<file path="src/rtl/video_crypto_pkg.sv">
// Shared constants and state encoding for the cut-position keystream generator.
package video_crypto_pkg;
    localparam int CUT_W  = 8;
    localparam int LINE_W = 10;
    localparam int SEED_W = 32;

    localparam logic [SEED_W-1:0] LFSR_POLY_DEFAULT  = 32'h80200003;
    localparam logic [SEED_W-1:0] DEFAULT_SEED_VALUE = 32'd42;
    localparam logic [LINE_W-1:0] LINE_MAX           = 10'd1023;

    typedef enum logic [1:0] {
        ST_IDLE       = 2'd0,
        ST_WAIT_FRAME = 2'd1,
        ST_RUN        = 2'd2
    } state_t;
endpackage

</file>
<file path="src/rtl/lfsr32_step.sv">
// One Galois LFSR advance in right-shift form: feedback applied when the lsb shifts out.
module lfsr32_step #(
    parameter logic [31:0] POLY = video_crypto_pkg::LFSR_POLY_DEFAULT
) (
    input  logic [31:0] i_state,
    output logic [31:0] o_state
);
    assign o_state = i_state[0] ? ((i_state >> 1) ^ POLY) : (i_state >> 1);
endmodule

</file>
<file path="src/rtl/cut_position_generator.sv">
// Keyed per-line cut positions: LFSR reloaded from the pending seed at each frame start,
// advanced once per active line.
//
// state         | meaning
// ST_IDLE       | out of reset, no seed yet, waiting for seed or frame start
// ST_WAIT_FRAME | seed accepted, waiting for the next frame start to load it
// ST_RUN        | generating, one cut_position per active line
module cut_position_generator #(
    parameter logic [video_crypto_pkg::SEED_W-1:0] LFSR_POLY    = video_crypto_pkg::LFSR_POLY_DEFAULT,
    parameter logic [video_crypto_pkg::SEED_W-1:0] DEFAULT_SEED = video_crypto_pkg::DEFAULT_SEED_VALUE
) (
    input  logic                                  clk,
    input  logic                                  reset,
    input  logic                                  H,
    input  logic                                  V,
    input  logic                                  F,
    input  logic [video_crypto_pkg::SEED_W-1:0]   seed_in,
    input  logic                                  seed_valid,
    output logic                                  seed_ready,
    output logic [video_crypto_pkg::CUT_W-1:0]    cut_position,
    output logic                                  cut_valid,
    output logic [video_crypto_pkg::LINE_W-1:0]   line_index,
    output logic                                  locked
);
    import video_crypto_pkg::*;

    state_t              r_state;
    logic                r_h_q;
    logic                r_v_q;
    logic [SEED_W-1:0]   r_lfsr;
    logic [SEED_W-1:0]   r_pending_seed;
    logic [CUT_W-1:0]    r_cut_position;
    logic                r_cut_valid;
    logic [LINE_W-1:0]   r_line_index;

    logic                w_h_rise;
    logic                w_frame_start;
    logic                w_seed_accept;
    logic [SEED_W-1:0]   w_seed_value;
    logic [SEED_W-1:0]   w_load_seed;
    logic [SEED_W-1:0]   w_lfsr_next;

    assign w_h_rise      = H & ~r_h_q;
    assign w_frame_start = r_v_q & ~V & ~F;
    assign seed_ready    = ~reset;
    assign w_seed_accept = seed_valid & seed_ready;
    assign w_seed_value  = (seed_in == '0) ? DEFAULT_SEED : seed_in;
    // A seed offered on the frame-start cycle wins over the stored one.
    assign w_load_seed   = w_seed_accept ? w_seed_value : r_pending_seed;

    lfsr32_step #(
        .POLY (LFSR_POLY)
    ) u_step (
        .i_state (r_lfsr),
        .o_state (w_lfsr_next)
    );

    always_ff @(posedge clk or posedge reset) begin
        if (reset) begin
            r_state        <= ST_IDLE;
            r_h_q          <= 1'b0;
            r_v_q          <= 1'b0;
            r_lfsr         <= DEFAULT_SEED;
            r_pending_seed <= DEFAULT_SEED;
            r_cut_position <= '0;
            r_cut_valid    <= 1'b0;
            r_line_index   <= '0;
        end else begin
            r_h_q       <= H;
            r_v_q       <= V;
            r_cut_valid <= 1'b0;
            if (w_seed_accept) begin
                r_pending_seed <= w_seed_value;
            end
            // Frame start reloads and suppresses any coincident line step.
            if (w_frame_start) begin
                r_state      <= ST_RUN;
                r_lfsr       <= w_load_seed;
                r_line_index <= '0;
            end else begin
                case (r_state)
                    ST_IDLE: begin
                        if (w_seed_accept) begin
                            r_state <= ST_WAIT_FRAME;
                        end
                    end
                    ST_WAIT_FRAME: begin
                        r_state <= ST_WAIT_FRAME;
                    end
                    ST_RUN: begin
                        if (w_h_rise && !V) begin
                            r_lfsr         <= w_lfsr_next;
                            r_cut_position <= w_lfsr_next[CUT_W-1:0];
                            r_cut_valid    <= 1'b1;
                            if (r_line_index != LINE_MAX) begin
                                r_line_index <= r_line_index + 10'd1;
                            end
                        end
                    end
                    default: begin
                        r_state <= ST_IDLE;
                    end
                endcase
            end
        end
    end

    assign cut_position = r_cut_position;
    assign cut_valid    = r_cut_valid;
    assign line_index   = r_line_index;
    assign locked       = (r_state == ST_RUN);
endmodule

</file>
<file path="config.mk">
export PLATFORM = sky130hd
export DESIGN_NAME = cut_position_generator
export DESIGN_NICKNAME = d
export VERILOG_FILES = /design/src/rtl/video_crypto_pkg.sv /design/src/rtl/lfsr32_step.sv /design/src/rtl/cut_position_generator.sv
export SDC_FILE = /design/constraint.sdc
export NUM_CORES = 1
export LEC_CHECK = 0
export ABC_AREA = 0
export CAP_MARGIN = 0
export CELL_PAD_IN_SITES_DETAIL_PLACEMENT = 0
export CELL_PAD_IN_SITES_GLOBAL_PLACEMENT = 2
export CORE_AREA = 8 8 111 113
export CTS_CLUSTER_DIAMETER = 100
export CTS_CLUSTER_SIZE = 40
export DETAILED_ROUTE_END_ITERATION = 8
export DIE_AREA = 0 0 119 121
export PLACE_DENSITY_LB_ADDON = 0.1
export RECOVER_POWER = 25
export SYNTH_ARGS = -nofsm -noshare
export SYNTH_HDL_FRONTEND = slang
export SYNTH_SLANG_ARGS = --single-unit
</file>
<file path="constraint.sdc">
create_clock -name clk -period 5.9 [get_ports clk]
set_input_delay 0.59 -clock clk [delete_from_list [all_inputs] [get_ports clk]]
set_output_delay 0.59 -clock clk [all_outputs]
set_load 0.01 [all_outputs]
</file>
==> metrics.cfg <==
[finish]
ff_latch_area_mm2 = 0.00218
drive_gt1_share_pct = 11.4
multi_input_area_mm2 = 0.00148
nNetsFinal = 447
n_antenna_cell = 0
fillers = 1016
area_delta_synth_final_pct = 23.7

[hold_path]
hold_path_class = reg -> reg

[detailed_routing]
avgViaCountPerCell = 5.00
drtIter0Drc = 108
drc = 0
wl_per_cell_um = 16.3
drt-total-wl_mm = 9.02
antenna_left = 0
detail_route.first_pass.iterations = 4
vias = 2763

[timing]
skew_ns = 0.0113
hold_violations = 0
rsz0062_at_grt = no
fin_hold_ws_ns = 0.453
period_share_pct = 54.2
drv_slew = 30
worst_pin_slew_ns = 1.72
fmax_ghz = 0.313
fin_crit_ns = 3.20
slew_headroom_pct = -14.8
setup_viol = 0
tns_ns = 0

[logic_synthesis]
synth_top_area_cell = dfrtp_1
ys_ff_latch = 87
synth_area_mm2 = 0.00378
synth_edf_count = 0
yosys.area.top_type_share_pct = 53.7
synth_seq_area_share_pct = 57.8
synthTopCellsByArea = dfrtp_1 54%, mux2_2 10%, nand2_1 6.0%
ys.warnings.count = 0
ys.flop_type = dfrtp_1
synth_fp_nets = 393
syn_inst = 354
async_flop_share_pct = 100
syn_avg_cell_area_um2 = 10.7
synth.distinct_cells = 38

[grt]
grt_max_degree = 69
antenna_found_initial = 0
first_global_vias = 2935
grt_use_total_pct = 13.1
grt_overflow_total = 0
grt_pass1_wl_mm = 15.0

[flow_run]
cap_violations = 1

[floorplan]
rows = 38
fp.dieArea_mm2 = 0.0144
die_y_um = 121
pin_count = 59
initial_core_util_pct = 35.6
core_mm2 = 0.0106
die_width_um = 119

[placed_design]
port_buffers = 58
place.gp.congestion = 0.771
post-dp-hpwl_mm = 6.05

[cts]
cts.sinks = 87
h-tree-depth = 3
clock_path_buffers = 2
cts_buffers = 9
clk_pin_slew_ns = 0.08
postCtsHoldBufs = 0
cts_resized = 0
cts_setup_buffers = 0
clkLatencyLatePin_ns = 0.36
cts_tree = done
root_buffer = clkbuf_8

[setup_path]
cp.arrival_ns = 2.61
cp-end-kind = output port
cp.required_ns = 5.31
max_stage_delay_ns = 0.72
path_cells = dlygate4sd3_1, clkinvlp_2, clkdlybuf4s50_1
critPathLaunchType = primary input
crit_slowest_cell = clkinvlp_2
critPathKind = in -> out
crit_path_max_fanout = 21

[power_and_ir_drop]
power_density_mw_per_mm2 = 338
ir_worst_vdd_v = 0.000109
power.leakage_nw = 1.92
power_w = 0.00158

[status]
violations = max-capacitance violations, max-slew violations
status = finished, violations left

[path summary, 6_finish.rpt]
check,depth (start not counted),to,slack [ns],start
max in group asynchronous,3,r_pending_seed[31],3.70,reset
worst min-delay path,1,r_state[0],0.45,r_state[1]
worst max register to register,5,line_index[0],3.81,r_state[0]
worst min register to register,1,r_state[0],0.45,r_state[1]
worst max-delay path,3,seed_ready,2.70,reset
min in group asynchronous,2,r_pending_seed[30],0.86,reset
[registers in the layout, summed over array words and instances (netlist names)]
name / count
r_v_q: 1
r_h_q: 1
line_index: 10
r_state: 2
r_pending_seed: 32
cut_valid: 1
r_lfsr: 32
cut_position: 8
[where the power goes]
part	internal [W]	leakage, nW	switching (W)	total [W]
logic	0.000192	0.793	0.000150	0.000342
clock network	0.000207	0.0964	0.000209	0.000416
registers	0.000743	1.03	0.0000810	0.000824
[worst max-delay path: cells and delay by family]
| family | cells | cell delay, ns |
|---|---|---|
| buf+inv | 3 | 2.02 |
[Yosys cell counts (2+ instances only)]
master and instances:
nor3_1 9, xnor2_1 4, o21ai_0 7, dfstp_2 6, a211oi_1 3, dfrtp_1 81, buf_2 13, mux2_2 35
and3_1 2, a31oi_1 31, nor2b_1 2, o22a_1 3, nor2_1 35, nor4_1 9, nand2_1 60, nor3b_1 2
a221oi_1 2, a21oi_1 8, clkbuf_1 9, mux2i_1 3, inv_1 5, nand3_1 6, nand4_1 4
[metal layers]
layer / track usage [%] / vias up / share of wire, %
li1: - / 1352 / -
met1: 17.2 / 1342 / 49
met2: 19.6 / 54 / 45
met3: 3.26 / 15 / 3.9
met4: 6.72 / 0 / 2.4
met5: 0 / - / 0
[cells by family (layout without fill, tap and decap cells)]
family          after synthesis  in the layout  synth area share, %
compound gates               58             58                 9.80
xor+xnor                      4              4                0.927
flops                        87             87                 57.8
mux                          38             38                 11.2
buf+inv                      27             86                 3.11
fa+ha+maj                     1              1                0.331
simple gates                139            139                 16.8
[layout make-up]
type                       instances  area share, %
clock buffer                      12           3.11
clock inverter                     4           1.02
inverter                           5          0.428
multi-input combinational        240           31.6
sequential                        87           46.7
tap                              140           3.75
timing repair buffer              65           13.4
[cells in the final DEF, fill, tap and decap left out, drive strengths merged, types with 3 or more instances in the layout]
cell type      netlist  layout
nand4                4       4
nor4                 9       9
xnor2                4       4
clkbuf               9      14
nor3b                3       3
buf                 13       5
mux2                35      35
o21ai                7       7
clkdlybuf4s50        0      55
inv                  5       4
nand2               60      60
a31oi               31      31
nor3                 9       9
o22a                 3       3
a211oi               3       3
dfrtp               81      81
mux2i                3       3
nand3                6       6
dlygate4sd3          0       3
nor2                36      36
dfstp                6       6
a21oi                8       8
[per-stage QoR]
stage	setup WS (ns)	util [%]	cells	instance area, µm²
floorplan	2.88	-	354	3780
CTS	3.26	44.2	553	4680
finish	2.70	44.1	553	4670
global route	2.40	44.1	553	4670
detailed placement	3.13	42.4	537	4490
global placement	3.17	42.4	537	4490
Power figures use the tool's default switching activity.
